File: config.mk
export PLATFORM = sky130hd
export DESIGN_NAME = branch_resolution_queue
export DESIGN_NICKNAME = d
export VERILOG_FILES = /design/src/rtl/branch_resolution_queue.sv
export SDC_FILE = /design/constraint.sdc
export NUM_CORES = 1
export LEC_CHECK = 0
export BUFFER_PORTS_ARGS = -buffer_cell sky130_fd_sc_hd__buf_2
export CAP_MARGIN = 20
export CORE_MARGIN = 3
export CORE_UTILIZATION = 50
export DETAILED_ROUTE_END_ITERATION = 8
export PLACE_DENSITY_LB_ADDON = 0.25
export SYNTH_ARGS = -nofsm -noshare
export SYNTH_HDL_FRONTEND = slang
export SYNTH_SLANG_ARGS = --single-unit
File: constraint.sdc
create_clock -name clk -period 2.43 [get_ports clk]
set_input_delay 0.1215 -clock clk [delete_from_list [all_inputs] [get_ports clk]]
set_output_delay 0.1215 -clock clk [all_outputs]
set_load 0.05 [all_outputs]
File: src/rtl/branch_resolution_queue.sv
// branch_resolution_queue
// In-order queue of predicted branches awaiting resolution by execute.
// Fetch pushes one prediction per cycle, and execute resolves the oldest one.
// Every accepted resolution sends one training pulse to the global predictor.
// A mispredict also raises a one-cycle flush/redirect to the front end,
// empties the queue, and spends one FLUSH cycle refusing new work.
//
// Ports:
//   clk, rst                      clock, synchronous active-high reset
//   alloc_valid/ready             push handshake (ready is combinational)
//   alloc_pc/pred_taken/target/bhr  predicted branch record
//   res_valid/taken/target        resolution of the head entry
//   upd_valid/pc/taken/bhr        registered predictor training pulse
//   flush, redirect_pc            registered mispredict pulse and correct PC
//   empty, count                  occupancy
//   branch_cnt, mispredict_cnt    saturating statistics
module branch_resolution_queue #(
  parameter int DEPTH     = 4,
  parameter int BHR_WIDTH = 4,
  parameter int CW        = $clog2(DEPTH) + 1
) (
  input  logic                 clk,
  input  logic                 rst,
  input  logic                 alloc_valid,
  output logic                 alloc_ready,
  input  logic [31:0]          alloc_pc,
  input  logic                 alloc_pred_taken,
  input  logic [31:0]          alloc_target,
  input  logic [BHR_WIDTH-1:0] alloc_bhr,
  input  logic                 res_valid,
  input  logic                 res_taken,
  input  logic [31:0]          res_target,
  output logic                 upd_valid,
  output logic [31:0]          upd_pc,
  output logic                 upd_taken,
  output logic [BHR_WIDTH-1:0] upd_bhr,
  output logic                 flush,
  output logic [31:0]          redirect_pc,
  output logic                 empty,
  output logic [CW-1:0]        count,
  output logic [31:0]          branch_cnt,
  output logic [31:0]          mispredict_cnt
);

  localparam int PW = $clog2(DEPTH);

  typedef enum logic {RUN = 1'b0, FLUSH = 1'b1} state_t;

  // Entry storage; the head is read combinationally so it can be compared
  // against the resolution in the same cycle.
  logic [31:0]          pc_mem     [DEPTH];
  logic                 pt_mem     [DEPTH];
  logic [31:0]          tgt_mem    [DEPTH];
  logic [BHR_WIDTH-1:0] bhr_mem    [DEPTH];

  state_t               state_q, state_d;
  logic [PW-1:0]        rd_ptr_q, rd_ptr_d;
  logic [PW-1:0]        wr_ptr_q, wr_ptr_d;
  logic [CW-1:0]        count_q, count_d;
  logic                 upd_valid_q, upd_valid_d;
  logic [31:0]          upd_pc_q, upd_pc_d;
  logic                 upd_taken_q, upd_taken_d;
  logic [BHR_WIDTH-1:0] upd_bhr_q, upd_bhr_d;
  logic                 flush_q, flush_d;
  logic [31:0]          redirect_pc_q, redirect_pc_d;
  logic [31:0]          branch_cnt_q, branch_cnt_d;
  logic [31:0]          mispredict_cnt_q, mispredict_cnt_d;

  logic push, res_acc, mispred;

  assign alloc_ready = (state_q == RUN) && (count_q < CW'(DEPTH));
  assign push        = alloc_valid && alloc_ready;
  assign res_acc     = (state_q == RUN) && res_valid && (count_q != '0);
  // A taken resolution must also match the predicted target.
  assign mispred     = (res_taken != pt_mem[rd_ptr_q]) ||
                       (res_taken && (res_target != tgt_mem[rd_ptr_q]));

  always_comb begin
    state_d          = RUN;
    rd_ptr_d         = rd_ptr_q;
    wr_ptr_d         = wr_ptr_q;
    count_d          = count_q;
    upd_valid_d      = res_acc;
    upd_pc_d         = upd_pc_q;
    upd_taken_d      = upd_taken_q;
    upd_bhr_d        = upd_bhr_q;
    flush_d          = 1'b0;
    redirect_pc_d    = redirect_pc_q;
    branch_cnt_d     = branch_cnt_q;
    mispredict_cnt_d = mispredict_cnt_q;

    if (res_acc) begin
      upd_pc_d    = pc_mem[rd_ptr_q];
      upd_taken_d = res_taken;
      upd_bhr_d   = bhr_mem[rd_ptr_q];
      if (branch_cnt_q != '1) branch_cnt_d = branch_cnt_q + 32'd1;
    end

    if (res_acc && mispred) begin
      // Everything younger than the head is on the wrong path, including
      // a push arriving this cycle.
      state_d       = FLUSH;
      rd_ptr_d      = '0;
      wr_ptr_d      = '0;
      count_d       = '0;
      flush_d       = 1'b1;
      redirect_pc_d = res_target;
      if (mispredict_cnt_q != '1) mispredict_cnt_d = mispredict_cnt_q + 32'd1;
    end else begin
      // FLUSH lasts one cycle; push and res_acc are already blocked there.
      if (push)    wr_ptr_d = wr_ptr_q + PW'(1);
      if (res_acc) rd_ptr_d = rd_ptr_q + PW'(1);
      count_d = count_q + CW'(push) - CW'(res_acc);
    end
  end

  always_ff @(posedge clk) begin
    if (rst) begin
      state_q          <= RUN;
      rd_ptr_q         <= '0;
      wr_ptr_q         <= '0;
      count_q          <= '0;
      upd_valid_q      <= 1'b0;
      upd_pc_q         <= '0;
      upd_taken_q      <= 1'b0;
      upd_bhr_q        <= '0;
      flush_q          <= 1'b0;
      redirect_pc_q    <= '0;
      branch_cnt_q     <= '0;
      mispredict_cnt_q <= '0;
    end else begin
      state_q          <= state_d;
      rd_ptr_q         <= rd_ptr_d;
      wr_ptr_q         <= wr_ptr_d;
      count_q          <= count_d;
      upd_valid_q      <= upd_valid_d;
      upd_pc_q         <= upd_pc_d;
      upd_taken_q      <= upd_taken_d;
      upd_bhr_q        <= upd_bhr_d;
      flush_q          <= flush_d;
      redirect_pc_q    <= redirect_pc_d;
      branch_cnt_q     <= branch_cnt_d;
      mispredict_cnt_q <= mispredict_cnt_d;
    end
  end

  // Entries need no reset; the pointers and count define what is valid.
  always_ff @(posedge clk) begin
    if (push) begin
      pc_mem[wr_ptr_q]  <= alloc_pc;
      pt_mem[wr_ptr_q]  <= alloc_pred_taken;
      tgt_mem[wr_ptr_q] <= alloc_target;
      bhr_mem[wr_ptr_q] <= alloc_bhr;
    end
  end

  assign upd_valid      = upd_valid_q;
  assign upd_pc         = upd_pc_q;
  assign upd_taken      = upd_taken_q;
  assign upd_bhr        = upd_bhr_q;
  assign flush          = flush_q;
  assign redirect_pc    = redirect_pc_q;
  assign empty          = (count_q == '0);
  assign count          = count_q;
  assign branch_cnt     = branch_cnt_q;
  assign mispredict_cnt = mispredict_cnt_q;

endmodule

==> metrics <==
status=finished, violations left; failing checks=setup timing; Rows=66; Antenna Nets Post-Route=0; CP bufs+invs=4; commonest non-fill, non-tap cell in the layout=edfxtp_1; CTS H-tree lvls=2; pwr/cell area=1010 mW/mm²; Max Freq=353 MHz; WL per Instance=19.2 µm; Hold Slack=0.0267 ns; largest net degree at the start of global routing=70; HP Class=input pin to flip-flop; commonest cells after routing, fill and taps aside=edfxtp_1 (276), buf_2 (244), nand2_1 (165), dfxtp_1 (117), dlygate4sd3_1 (102); synthesized instance count=1174; GRT Resource Usage Total=0.217; crit end category=flip-flop; Tmin final=2.83 ns; DR vias/cell=5.43; Mapped Area=0.0167 mm²; cells along the critical path=buf_12, mux4_2, xnor2_1, nand4_1, nor4_2, buf_4, and4_4, buf_4, nor2_2, clkbuf_16, mux2i_1; vias in the first global route=11478; CTS Buffer Depth=3; Worst-path clk slew=0.06 ns; CTS buffer count=44; Placed Area=0.0190 mm²; Pleak=8.04 nW; initial DRC count=663; post-synth cell types=54; cell area after layout=0.0221 mm²; DIE AREA=0.0355 mm²; Total Wirelength=39500 µm; critical path's largest stage delay=0.50 ns; initial core utilization=0.509; Final Hold Vio Count=0; Final period util=1.16; area grow syn2layout=32.5%; Worst-Skew Late Latency=0.53 ns; initial antenna violation count=2; final routed DRC violation total=0; Post-synth top flop=edfxtp_1; mean post-synth cell area=14.2 µm²; total gr overflow=0; pre-CTS setup slack=-0.441 ns; Max-slew headroom=0.595; CP Class=flip-flop to flip-flop; first-pass GRT wire length=61900 µm; CP Max Fanout=6; worst vdd ir=781 µV; RSZ-0062 raised after global routing=yes; Post-DP HPWL=23800 µm; number of synthesized flops with an enable pin=276; WP data arrival=3.28 ns; Fillers=2311; number of synthesized register bits=420; Die Span Y=188 µm; CTS root buf=clkbuf_16; setup TNS=-24.53 ns; Max stage delay cell, worst path=mux4_2; Data required, critical path=2.88 ns; via count=11165; Tightest Pin Transition=0.608 ns; drt pass-1 iters=4; I/O pins=246; post-synthesis sequential area ratio=0.671; most used cell, CP=buf_4; Top Family by Delay on Critical Path=simple AND/OR/NAND/NOR gates; startpoint types=flip-flop; Sink Count=420; NumNets Final=1693; share of layout cells above drive strength 1=0.347; Buffers on Ports=245; Layout Skew=0.0198 ns; total power=22.2 mW; max-cap viol count=0; max-slew violation total from the final report=0; syn nets=1289; fraction of registers with async set/reset=0; core area=0.0327 mm²; Ys Warns=0; final worst setup slack=-0.399 ns; final setup fails=74; Die Span X=188 µm; CTS tree=done; Final GP Congestion=0.786
==> power breakdown <==
group,switching [mW],internal [mW]
clock network,2.69,4.60
registers,0.419,8.62
logic,3.43,2.41
total,6.54,15.6
==> synth_stat cells (all sizes together) (12+ instances only) <==
library cell  count  area share
edfxtp          276        0.50
mux2i            38       0.023
dfxtp           144        0.17
nor2b            12      0.0045
nand4            35       0.013
mux4             65       0.088
buf              20      0.0086
nand3            30      0.0090
nor3             20      0.0060
a21oi            53       0.016
clkbuf           44      0.0099
mux2             16       0.011
nor2             63       0.014
xnor2            43       0.023
nand2           165       0.037
inv              17      0.0038
xor2             17      0.0089
==> logic make-up after synthesis <==
kind of cell | share of synthesized area
flip-flops | 0.671
AND/OR/NAND/NOR | 0.111
multiplexers | 0.122
AO/OA/AOI/OAI | 0.0349
buffers and inverters | 0.0225
XOR/XNOR | 0.0316
adder cells (fa/ha/maj) | 0.00721
==> registers in the layout, indices dropped and copies added, names as in the netlist, named ones only <==
| register | cells |
|---|---|
| bhr_mem | 16 |
| branch_cnt | 32 |
| count | 3 |
| flush | 1 |
| mispredict_cnt | 32 |
| pc_mem | 128 |
| pt_mem | 4 |
| rd_ptr_q | 2 |
| redirect_pc | 32 |
| tgt_mem | 128 |
| upd_bhr | 4 |
| upd_pc | 32 |
| upd_taken | 1 |
| upd_valid | 1 |
| wr_ptr_q | 2 |
==> area by class of cell <==
type,instances,area [µm²],area share
Clock buffer,61,1260,0.0573
Timing Repair Buffer,421,3120,0.141
Clock inverter,20,347,0.0157
Multi-Input combinational cell,673,5470,0.248
Inverter,18,72.6,0.00329
Antenna cell,3,7.51,0.000340
Tap cell,442,553,0.0251
Sequential cell,420,11200,0.509
==> worst paths after layout <==
| kind | start | to | slack, ns | cells past startpoint |
|---|---|---|---|---|
| max | flip-flop | redirect_pc[23] | -0.40 | 11 |
| min | rst | mispredict_cnt[11] | 0.03 | 2 |
| max reg2reg | flip-flop | redirect_pc[23] | -0.40 | 11 |
| min reg2reg | upd_pc[4] | upd_pc[4] | 0.45 | 2 |
==> through the flow <==
stage,instances,util
after detailed placement,1854,0.580
after floorplan,1174,-
after global placement,1854,0.580
final,2058,0.675
after global routing,2057,0.674
after CTS,2043,0.665
==> routing by layer <==
metal / share of wire / vias up / global-route usage
li1: - / 5212 / -
met1: 0.42 / 5555 / 0.287
met2: 0.50 / 324 / 0.371
met3: 0.057 / 74 / 0.0367
met4: 0.025 / 0 / 0.0642
met5: 0 / - / 0
==> timing repair <==
action | 4_1_cts | 5_1_grt
hold endpoints to repair | 309 | 0
setup endpoints to repair | 74 | 96
pin swaps | 4 | 7
setup buffers | 3 | 6
gates resized for setup | 17 | 25
cloned | 3 | 6
hold buffers | 102 | 0
(Power assumes the default switching activity.)
